### src/rtl/posit_add_sched.sv
// posit_add_sched: round-robin scheduler sharing one fixed-latency posit adder
// among NREQ requesters, with in-order tagged response routing.
//
// Ports
//   clk, rst_n          clock, asynchronous active-low reset
//   cfg_enable          permits new grants while high
//   req_valid[NREQ]     per-requester operand valid
//   req_ready[NREQ]     combinational one-hot grant (accept strobe)
//   req_a, req_b        packed operands, slice i = requester i
//   add_start           adder start, high on the grant cycle
//   add_in1, add_in2    winner's operands, zero when no grant
//   add_result, add_inf, add_zero, add_done   adder return path
//   rsp_valid[NREQ]     one-hot response strobe, no backpressure
//   rsp_data, rsp_inf, rsp_zero               response payload, zero when idle
//   busy                state is not IDLE
//   err_seq             sticky done/tag mismatch
module posit_add_sched #(
  parameter int unsigned NREQ    = 4,
  parameter int unsigned LATENCY = 4,
  parameter int unsigned NBITS   = 32
) (
  input  logic                    clk,
  input  logic                    rst_n,
  input  logic                    cfg_enable,
  input  logic [NREQ-1:0]         req_valid,
  output logic [NREQ-1:0]         req_ready,
  input  logic [NREQ*NBITS-1:0]   req_a,
  input  logic [NREQ*NBITS-1:0]   req_b,
  output logic                    add_start,
  output logic [NBITS-1:0]        add_in1,
  output logic [NBITS-1:0]        add_in2,
  input  logic [NBITS-1:0]        add_result,
  input  logic                    add_inf,
  input  logic                    add_zero,
  input  logic                    add_done,
  output logic [NREQ-1:0]         rsp_valid,
  output logic [NBITS-1:0]        rsp_data,
  output logic                    rsp_inf,
  output logic                    rsp_zero,
  output logic                    busy,
  output logic                    err_seq
);

  localparam int unsigned IDXW = (NREQ > 1) ? $clog2(NREQ) : 1;
  localparam int unsigned CNTW = $clog2(LATENCY + 1);

  localparam logic [1:0] ST_IDLE  = 2'd0;
  localparam logic [1:0] ST_RUN   = 2'd1;
  localparam logic [1:0] ST_DRAIN = 2'd2;

  logic [1:0]         state_q;
  logic [1:0]         state_d;
  logic [IDXW-1:0]    last_grant_q;
  logic [LATENCY-1:0] tag_vld_q;
  logic [IDXW-1:0]    tag_idx_q [LATENCY];
  logic               err_seq_q;

  logic               grant_en;
  logic               grant_found;
  logic [IDXW-1:0]    grant_idx;
  logic [NREQ-1:0]    grant_oh;
  int unsigned        cand;
  logic [IDXW-1:0]    cand_idx;

  logic [CNTW-1:0]    inflight_nxt;
  logic               pending;
  logic               tag_last_vld;
  logic [IDXW-1:0]    tag_last_idx;
  logic               rsp_fire;
  logic               seq_err_c;

  // Grants are only allowed in RUN and only while enable is still high this cycle,
  // so a request coinciding with enable falling is not accepted.
  assign grant_en = (state_q == ST_RUN) && cfg_enable;

  // Round-robin search starting one past the last winner.
  always_comb begin
    grant_found = 1'b0;
    grant_idx   = '0;
    cand        = 0;
    cand_idx    = '0;
    if (grant_en) begin
      for (int unsigned k = 0; k < NREQ; k++) begin
        cand     = (32'(last_grant_q) + 32'd1 + k) % NREQ;
        cand_idx = IDXW'(cand);
        if (!grant_found && req_valid[cand_idx]) begin
          grant_found = 1'b1;
          grant_idx   = cand_idx;
        end
      end
    end
  end

  // One-hot grant vector.
  always_comb begin
    grant_oh = '0;
    for (int unsigned i = 0; i < NREQ; i++) begin
      grant_oh[i] = grant_found && (grant_idx == IDXW'(i));
    end
  end

  // Operand mux; the one-hot OR keeps the outputs at zero without a grant.
  always_comb begin
    add_in1 = '0;
    add_in2 = '0;
    for (int unsigned i = 0; i < NREQ; i++) begin
      if (grant_oh[i]) begin
        add_in1 = add_in1 | req_a[i*NBITS +: NBITS];
        add_in2 = add_in2 | req_b[i*NBITS +: NBITS];
      end
    end
  end

  assign req_ready = grant_oh;
  assign add_start = grant_found;

  // Last winner; unchanged on cycles without a grant.
  always_ff @(posedge clk or negedge rst_n) begin
    if (!rst_n) begin
      last_grant_q <= IDXW'(NREQ - 1);
    end else if (grant_found) begin
      last_grant_q <= grant_idx;
    end
  end

  // Tag pipeline tracks {valid, requester} alongside the adder's own latency.
  always_ff @(posedge clk or negedge rst_n) begin
    if (!rst_n) begin
      tag_vld_q <= '0;
      for (int unsigned k = 0; k < LATENCY; k++) begin
        tag_idx_q[k] <= '0;
      end
    end else begin
      tag_vld_q[0] <= grant_found;
      tag_idx_q[0] <= grant_idx;
      for (int unsigned k = 1; k < LATENCY; k++) begin
        tag_vld_q[k] <= tag_vld_q[k-1];
        tag_idx_q[k] <= tag_idx_q[k-1];
      end
    end
  end

  // Operations still in flight after this edge: every stage except the retiring
  // last one, plus a new grant. Bounded by LATENCY by construction.
  always_comb begin
    inflight_nxt = CNTW'(grant_found);
    for (int unsigned k = 0; k + 1 < LATENCY; k++) begin
      inflight_nxt = inflight_nxt + CNTW'(tag_vld_q[k]);
    end
  end

  assign pending = (inflight_nxt != '0);

  // State register.
  always_ff @(posedge clk or negedge rst_n) begin
    if (!rst_n) begin
      state_q <= ST_IDLE;
    end else begin
      state_q <= state_d;
    end
  end

  // Next-state logic.
  always_comb begin
    state_d = state_q;
    case (state_q)
      ST_IDLE: begin
        if (cfg_enable) begin
          state_d = ST_RUN;
        end
      end
      ST_RUN: begin
        if (!cfg_enable) begin
          state_d = pending ? ST_DRAIN : ST_IDLE;
        end
      end
      ST_DRAIN: begin
        if (cfg_enable) begin
          state_d = ST_RUN;
        end else if (!pending) begin
          state_d = ST_IDLE;
        end
      end
      default: begin
        state_d = ST_IDLE;
      end
    endcase
  end

  assign busy = (state_q != ST_IDLE);

  // Response routing: the oldest tag pairs with the adder's done.
  assign tag_last_vld = tag_vld_q[LATENCY-1];
  assign tag_last_idx = tag_idx_q[LATENCY-1];
  assign rsp_fire     = tag_last_vld && add_done;
  assign seq_err_c    = tag_last_vld ^ add_done;

  always_comb begin
    rsp_valid = '0;
    for (int unsigned i = 0; i < NREQ; i++) begin
      rsp_valid[i] = rsp_fire && (tag_last_idx == IDXW'(i));
    end
  end

  assign rsp_data = rsp_fire ? add_result : '0;
  assign rsp_inf  = rsp_fire && add_inf;
  assign rsp_zero = rsp_fire && add_zero;

  // Sticky sequence error: a done without a tag or a tag without a done.
  always_ff @(posedge clk or negedge rst_n) begin
    if (!rst_n) begin
      err_seq_q <= 1'b0;
    end else if (seq_err_c) begin
      err_seq_q <= 1'b1;
    end
  end

  assign err_seq = err_seq_q;

endmodule

### config.mk
export PLATFORM = sky130hd
export DESIGN_NAME = posit_add_sched
export DESIGN_NICKNAME = d
export VERILOG_FILES = /design/src/rtl/posit_add_sched.sv
export SDC_FILE = /design/constraint.sdc
export NUM_CORES = 1
export LEC_CHECK = 0
export CORE_AREA = 2 2 160 162
export DETAILED_ROUTE_END_ITERATION = 10
export DIE_AREA = 0 0 162 164
export GPL_ROUTABILITY_DRIVEN = 0
export PLACE_DENSITY = 0.44
export SETUP_SLACK_MARGIN = 0.15
export SYNTH_ARGS = -nofsm -noshare
export SYNTH_HDL_FRONTEND = slang
export SYNTH_SLANG_ARGS = --single-unit
### constraint.sdc
create_clock -name clk -period 4.4 [get_ports clk]
set_input_delay 0.44 -clock clk [delete_from_list [all_inputs] [get_ports clk]]
set_output_delay 0.44 -clock clk [all_outputs]
set_load 0.1 [all_outputs]
==> results summary, run 1 <==
The post-CTS setup repair buffer count is 0. The detailed router placed 4452 vias in this run. Once routing completed, OpenROAD measured the worst setup slack at 0.949 ns. The Yosys step of the flow raised 0 warnings.

The synthesized instance count came out at 399. Summing the areas of all fa, ha and maj instances in the mapped netlist gives 1.76% of the synthesized area. STA classifies the critical path startpoint as an input pin. The measured slew at the worst slew-check pin came out at 1.01 ns. In this run the tool buffered the top-level ports with 406 buffer cells. The number of fillers in the final layout came out at 2573. After detailed routing, the number of vias per cell comes to 4.00.

In the final design database the tool counted 1082 nets. Summing the areas of all xor and xnor instances in the mapped netlist gives 0% of the synthesized area. The run finished with clean final reports. The number of max-cap violations is 0.

The minimum setup slack after placement is 0.914 ns. In this run the horizontal extent of the chip is 162 um. Across every metal layer, demand over resource in global routing totals 12.8%. After synthesis, the largest family of logic cells by area is compound AO/OA/AOI/OAI gates. The final hold violation count came out at 0.

The average routed wire per standard cell came out at 16.6 um. The die outline area came out at 26600 um2. The number of storage elements in the synthesis netlist is 17. The power density normalized to cell area came out at 392 nW/um2. The global-route wire length before repair is 26400 um. Detailed placement finished with a half-perimeter wire length of 15500 um. The DRC violation count after routing came out at 0. Of the cells placed in the final design, the portion with a size suffix greater than 1 is 23.0%.

The violation count after the first detailed-route iteration is 155. The aggregate negative setup slack came out at 0 ns. Setup violations remaining at the end of the flow were counted as 0. The area growth from synthesis to layout is 152%. The number of antenna violations at the first check in global routing is 2. The H-tree depth reported by CTS is 1. The simple logic cell fraction of the synthesized area came out at 21.1%. The worst setup path is of the input pin to output port kind.

The fraction of the core area covered by cells at the end of the flow came out at 33.3%. The filler-free cell count of the finished design is 1112. The worst supply voltage drop on vdd came out at 0.000267 V. The library cell used most frequently in the layout, excluding fill and tap cells, is sky130_fd_sc_hd__clkdlybuf4s50_1.

In this run the worst hold path is classified as register to register. The relative max-transition margin is 32.2%. After layout, the minimum clock period comes to 3.45 ns. The compound-cell area share of the yosys netlist is 28.5%. The final worst-path cycle share is 78.4%. TritonCTS built the clock tree.

The boundary pin count is 407. The overall routed net length came out at 18500 um. The tree is rooted in a sky130_fd_sc_hd__clkbuf_16. The final worst hold slack is 0.341 ns. The number of search-and-repair iterations in the first detailed-routing pass came out at 4. For this configuration, the core starts out at a cell density of 13.2%. The largest fanout of any net on the critical path is 34. In this run the vertical extent of the chip is 164 um.

Summed over all layers, the global routing overflow is 0. The largest net degree at the start of global routing came out at 70. The leakage component of the power came out at 3.47 nW. The clock latency on the worst-skew pair is 0.24 ns.

Row generation in the floorplan step produced 58 rows. The multiplexer share of the synthesized area came out at 19.9%. A synthesized cell averages 8.21 um2. The number of hold buffers added after CTS was 0. The netlist area before placement came out at 3280 um2. The clock input transition at the sequential cells of the worst setup and hold paths is 0.05 ns.

The sequential fraction of the synthesis area is 13.1%. The number of global-route vias before repair is 4462. The number of nets produced by synthesis came out at 701.

Synthesis instantiated 33 different standard cells from the library. The count of placed standard cells including taps came out at 1105. The worst setup path is captured at an output port.

The number of nets with antenna violations after routing is 0. The number of buffers added by the clock tree synthesis step came out at 3. Setup repair after global routing left no endpoint under its margin. The setup skew after layout is 0.00234 ns. The final number of max-transition violations was 0. Counting every sink on the clock net gives 17. No sink is reached through more buffers than the 2 on the longest clock path. The placeable core region came out at 24800 um2.

The library cells used most frequently in the layout, excluding fill and tap cells, are 299 x sky130_fd_sc_hd__clkdlybuf4s50_1, 72 x sky130_fd_sc_hd__inv_1, 68 x sky130_fd_sc_hd__buf_12. The count of instances resized after the clock tree is built came out at 0. The top achievable clock speed came out at 290 MHz. The arrival time at the worst endpoint came out at 3.01 ns. The required time of the critical path came out at 3.96 ns.
-- per-layer routing --
metal / vias to the layer above / part of all wire, % / global-route usage (%)
li1: 2218 / - / -
met1: 1967 / 35 / 13.2
met2: 247 / 53 / 24.7
met3: 18 / 9.6 / 4.19
met4: 2 / 1.9 / 3.26
met5: - / 0.070 / 0
-- per-stage QoR --
stage / power (mW) / area (um2)
2_1_floorplan: 2.04 / 3280
3_3_place_gp: 3.11 / 8180
3_5_place_dp: 3.10 / 8180
4_1_cts: 3.29 / 8260
5_1_grt: 3.38 / 8260
6_report: 3.24 / 8270
-- layout make-up --
class	count	area, um2	share of cell area (%)
repair buffers	416	4720	57.1
multi-input cells	270	2350	28.4
flip-flops and latches	17	428	5.17
well taps	330	413	4.99
inverters	72	270	3.27
clock buffers	3	75.1	0.908
diodes	3	7.51	0.0908
clock inverters	1	5.00	0.0605
-- critical path, stage by stage --
cell	delay, ns
sky130_fd_sc_hd__clkdlybuf4s50_1	0.46
sky130_fd_sc_hd__nor2b_1	0.15
sky130_fd_sc_hd__o21ai_0	0.66
sky130_fd_sc_hd__or4_4	0.27
sky130_fd_sc_hd__buf_4	0.48
sky130_fd_sc_hd__o221ai_1	0.28
sky130_fd_sc_hd__buf_12	0.24
-- Yosys cell counts, drive strengths merged --
cell type | count | area share [%]
a21o | 1 | 0.23
and2 | 36 | 6.9
dfstp | 2 | 1.6
nor2 | 6 | 0.69
nand3 | 65 | 9.9
a21oi | 1 | 0.15
buf | 16 | 4.8
nor3b | 1 | 0.23
or2 | 4 | 0.76
inv | 72 | 8.2
nand2b | 1 | 0.19
mux2i | 65 | 20
o21ai | 2 | 0.42
ha | 3 | 1.1
o21a | 1 | 0.23
o221ai | 64 | 26
fa | 1 | 0.61
o31ai | 2 | 0.46
o311ai | 1 | 0.27
nand2 | 7 | 0.80
and3 | 1 | 0.19
nor2b | 1 | 0.19
clkbuf | 24 | 2.7
o32ai | 1 | 0.27
dfrtp | 15 | 11
and3b | 1 | 0.27
or4 | 1 | 0.34
nor3 | 4 | 0.61
-- path summary, 6_finish.rpt --
| path | startpoint | to | slack [ns] | cells after the start |
|---|---|---|---|---|
| min in group asynchronous | rst_n | tag_idx_q[4]$_DFF_PN0_ | 0.64 | 1 |
| setup / recovery | req_valid[3] | add_in2[12] | 0.95 | 7 |
| hold / removal | tag_idx_q[7]$_DFF_PN0_ | tag_idx_q[5]$_DFF_PN0_ | 0.34 | 0 |
| max in group asynchronous | rst_n | tag_vld_q[2]$_DFF_PN0_ | 3.29 | 1 |
| setup reg to reg | state_q[1]$_DFFE_PN0P_ | state_q[1]$_DFFE_PN0P_ | 2.16 | 9 |
| hold reg to reg | tag_idx_q[7]$_DFF_PN0_ | tag_idx_q[5]$_DFF_PN0_ | 0.34 | 0 |
-- registers in the layout, indices dropped and copies added, names as in the netlist --
signal / count
tag_idx_q: 6
tag_vld_q: 4
last_grant_q: 2
state_q: 2
tag_last_idx: 2
err_seq: 1
-- kinds of logic after synthesis --
group,Yosys count
AO/OA/AOI/OAI,73
adder cells (fa/ha/maj),4
buffers and inverters,112
flip-flops,17
multiplexers,65
AND/OR/NAND/NOR,128
-- power by group --
group	switching, mW	leakage (nW)	internal, mW
clock	0.0545	0.0409	0.121
combinational	1.78	3.21	1.07
sequential	0.0262	0.216	0.189
total	1.86	3.47	1.38
No activity file was read; power rests on OpenSTA's default activity.
==> run 2, diff against run 1 <==
- CORE_AREA: 2 2 160 162 -> 2 2 156 158
- DIE_AREA: 0 0 162 164 -> 0 0 158 160
- PLACE_DENSITY: 0.44 -> 0.46
- clock period: 4.4 -> 3.45 ns (I/O delays scaled with it)
==> run 2 against run 1 <==
Sequential share of layout area decreased by 0.098 points. Clock skew decreased by 0.0015 ns. Routed wire length decreased by 2.5%. First-iteration DRC count increased by 23%. Via count about the same. Critical path depth unchanged. Core utilization increased by 2.1 points. Final area increased by 1.9%. Highest routed layer unchanged.
==> results summary, run 2 (synthesis gave the netlist of run 1 again) <==
The flow ran to the end, and the final reports show no timing, DRC or antenna violations. The initial cell density of the core came out at 13.8%. Buffers added to address setup during post-CTS repair amount to 0. The fraction of the core area covered by cells at the end of the flow came out at 35.4%. Cell internal power was estimated by the tool at 1.84 mW. Net switching is 56.5% of the power. The slack of the worst reg-to-reg path is 1.16 ns. Walking the worst path, the cells encountered are clkdlybuf4s50_1 > nor2b_1 > o21ai_0 > o21ai_4 > buf_4 > o221ai_2 > buf_12. The first TritonRoute pass finished after 4 iterations. The final number of max-transition violations came out at 0. The floorplan step defined a die boundary enclosing 25300 um2. The worst register-to-register path begins at state_q[1]$_DFFE_PN0P_. The slowest stage of the critical path belongs to the cell sky130_fd_sc_hd__o21ai_4.

Registers take 428 um2. The library cell used most frequently in the layout, excluding fill and tap cells, is sky130_fd_sc_hd__clkdlybuf4s50_1. The count of placed standard cells including taps came out at 1106. The boundary pin count is 407. The path class of the tightest hold or removal check is register to register.

The worst hold path terminates at tag_idx_q[4]$_DFF_PN0_. The flip-flop count of the largest register, all copies and words added came out at 6. Setup repair after global routing could not meet its margin everywhere. After the last flow step, the layout net total stands at 1089. The total design power came out at 4.23 mW. The net switching power figure is 2.39 mW. The clock latency on the worst-skew pair came out at 0.24 ns.

The post-route minimum period is 3.11 ns. The library cells used most frequently in the layout, excluding fill and tap cells, are 299 x sky130_fd_sc_hd__clkdlybuf4s50_1, 74 x sky130_fd_sc_hd__buf_12, 72 x sky130_fd_sc_hd__inv_1. Dividing the detail-routed via count by the number of cells gives 4.01. The total congestion overflow is 0. The cell depth of the worst min-delay path is 0. The number of antenna violations at the first check in global routing came out at 1. The required time of the critical path came out at 3.11 ns. The average routed wire per standard cell is 16.2 um. The final layout contains routed wiring with a total length of 18000 um. The top achievable clock speed is 321 MHz. STA classifies the critical path startpoint as an input pin. The worst supply voltage drop on vdd came out at 0.000242 V. Measured in cells, the most critical reg-to-reg path has a length of 9.

The die boundary width came out at 158 um. Input and output buffers added on the ports amount to 406. In the routed design, unresolved DRC markers number 0.

Relative to the synthesized area, the layout overhead comes to 157%. The violation count after the first detailed-route iteration came out at 190. The register with the most flip-flops in the final layout is tag_idx_q. The proportion of power drawn by flip-flops and latches came out at 6.5%. Clock tree synthesis inserted a total of 3 buffers. The first global-routing pass estimated 26500 um of wire.

The antenna cell count is 0. Along the worst path, the maximum fanout reaches 17. The count of final setup violators came out at 0. The worst path buffer plus inverter count came out at 3. The core region is 23800 um2. The number of fillers in the final layout came out at 2482. TritonCTS built the clock tree. The number of global-route vias before repair is 4601.

The fraction of final layout cells sized beyond drive strength 1 came out at 24.6%. The total number of placement rows is 57. The H-tree depth reported by CTS is 1.

The largest registers in the layout are tag_idx_q: 6 flops, tag_vld_q: 4 flops. The clock input transition at the sequential cells of the worst setup and hold paths is 0.05 ns. The leakage component of the power came out at 3.54 nW. The number of clock sinks seen by CTS came out at 17. The final hold violation count is 0. The cell family with the largest share of critical-path delay is compound AO/OA/AOI/OAI gates.

The setup skew after layout is 0.000887 ns. The wire-length estimate of the detail-placed layout is 14800 um. The delay of the slowest critical-path stage came out at 0.76 ns. The final worst-path cycle share is 90.2%.

Across the run, the number of max-cap violations was 0. In this run the most critical hold path is launched from tag_idx_q[6]$_DFF_PN0_. The number of vias after detailed routing came out at 4451. At the pin with the least slew margin, the transition time is 1.01 ns. Across every metal layer, demand over resource in global routing totals 13.5%.

The fraction of power consumed by combinational cells is 88.1%. STA classifies the critical path endpoint as an output port. The largest net degree at the start of global routing is 50. The number of nets with antenna violations after routing is 0. CTS placed an instance of sky130_fd_sc_hd__clkbuf_16 at the clock tree root. The power density normalized to cell area came out at 501 nW/um2. The buffer levels on the longest clock path is 2.

The worst setup path is of the input pin to output port kind. The clock power share came out at 5.4%. In this run the vertical extent of the chip is 160 um. The filler-free cell count of the finished design is 1110.

In this run the critical register-to-register path is captured at state_q[1]$_DFFE_PN0P_. Headroom to the max-slew limit came out at 32.6%. Data arrives at the worst endpoint at 2.77 ns. The combined area of the multi-input logic cells came out at 2390 um2.
run 2: changes by cell type in the layout (fill, tap and decap cells not counted), sizes merged:
cell,change
buf,+7
diode,-3
run 2: stage by stage:
step	cell area (um2)	setup TNS, ns	setup slack, ns	hold WS, ns
floorplan	3290	-6.15	-0.460	0.0494
global placement	8310	0	0.209	0.331
detailed placement	8310	0	0.232	0.336
CTS	8390	0	0.152	0.348
global route	8430	0	0.107	0.355
finish	8430	0	0.337	0.346
run 2: routing by layer:
| layer | global-route usage [%] | wire length (um) | vias to the layer above |
|---|---|---|---|
| li1 | - | - | 2228 |
| met1 | 14.8 | 6700 | 1980 |
| met2 | 26.6 | 9530 | 233 |
| met3 | 3.28 | 1680 | 8 |
| met4 | 1.11 | 107 | 2 |
| met5 | 0 | 13 | - |
run 2: power groups by stage:
| stage | clock, mW | combinational, mW | sequential, mW |
|---|---|---|---|
| global placement | 0 | 3.77 | 0.276 |
| floorplan | 0 | 2.35 | 0.260 |
| global route | 0.246 | 3.89 | 0.281 |
| finish | 0.228 | 3.72 | 0.274 |
| detailed placement | 0 | 3.75 | 0.276 |
| CTS | 0.233 | 3.76 | 0.274 |
run 2: cell type report:
cell class,count,area share [%]
sequential,17,5.08
clock buffer,3,0.891
inverter,72,3.21
timing repair buffer,423,57.6
clock inverter,1,0.0594
tap,324,4.81
multi-input combinational,270,28.4
run 2: worst register-to-register path, cell delays in order (launching register included):
cell and delay (ns):
sky130_fd_sc_hd__dfrtp_1 0.38, sky130_fd_sc_hd__and3b_1 0.26, sky130_fd_sc_hd__o31ai_1 0.08, sky130_fd_sc_hd__buf_4 0.16
sky130_fd_sc_hd__fa_1 0.53, sky130_fd_sc_hd__inv_1 0.04, sky130_fd_sc_hd__ha_1 0.17, sky130_fd_sc_hd__ha_1 0.28
sky130_fd_sc_hd__nor3_1 0.19, sky130_fd_sc_hd__nor3_1 0.08
run 2: worst max-delay path by stage:
| stage | to | start | slack [ns] | depth (start not counted) |
|---|---|---|---|---|
| after global routing | add_in1[4] | req_valid[3] | 0.11 | 7 |
| after global placement | add_in2[0] | req_valid[1] | 0.21 | 8 |
| final | add_in1[19] | req_valid[3] | 0.34 | 7 |
| after detailed placement | add_in2[0] | req_valid[1] | 0.23 | 8 |
| after CTS | add_in2[0] | last_grant_q[1]$_DFFE_PN1P_ | 0.15 | 7 |
| after floorplan | add_in2[10] | state_q[1]$_DFFE_PN0P_ | -0.46 | 6 |
run 2: repair_timing:
action                     4_1_cts  5_1_grt
hold buffers                     0        0
resized for setup                0        6
setup endpoints to repair        0       12
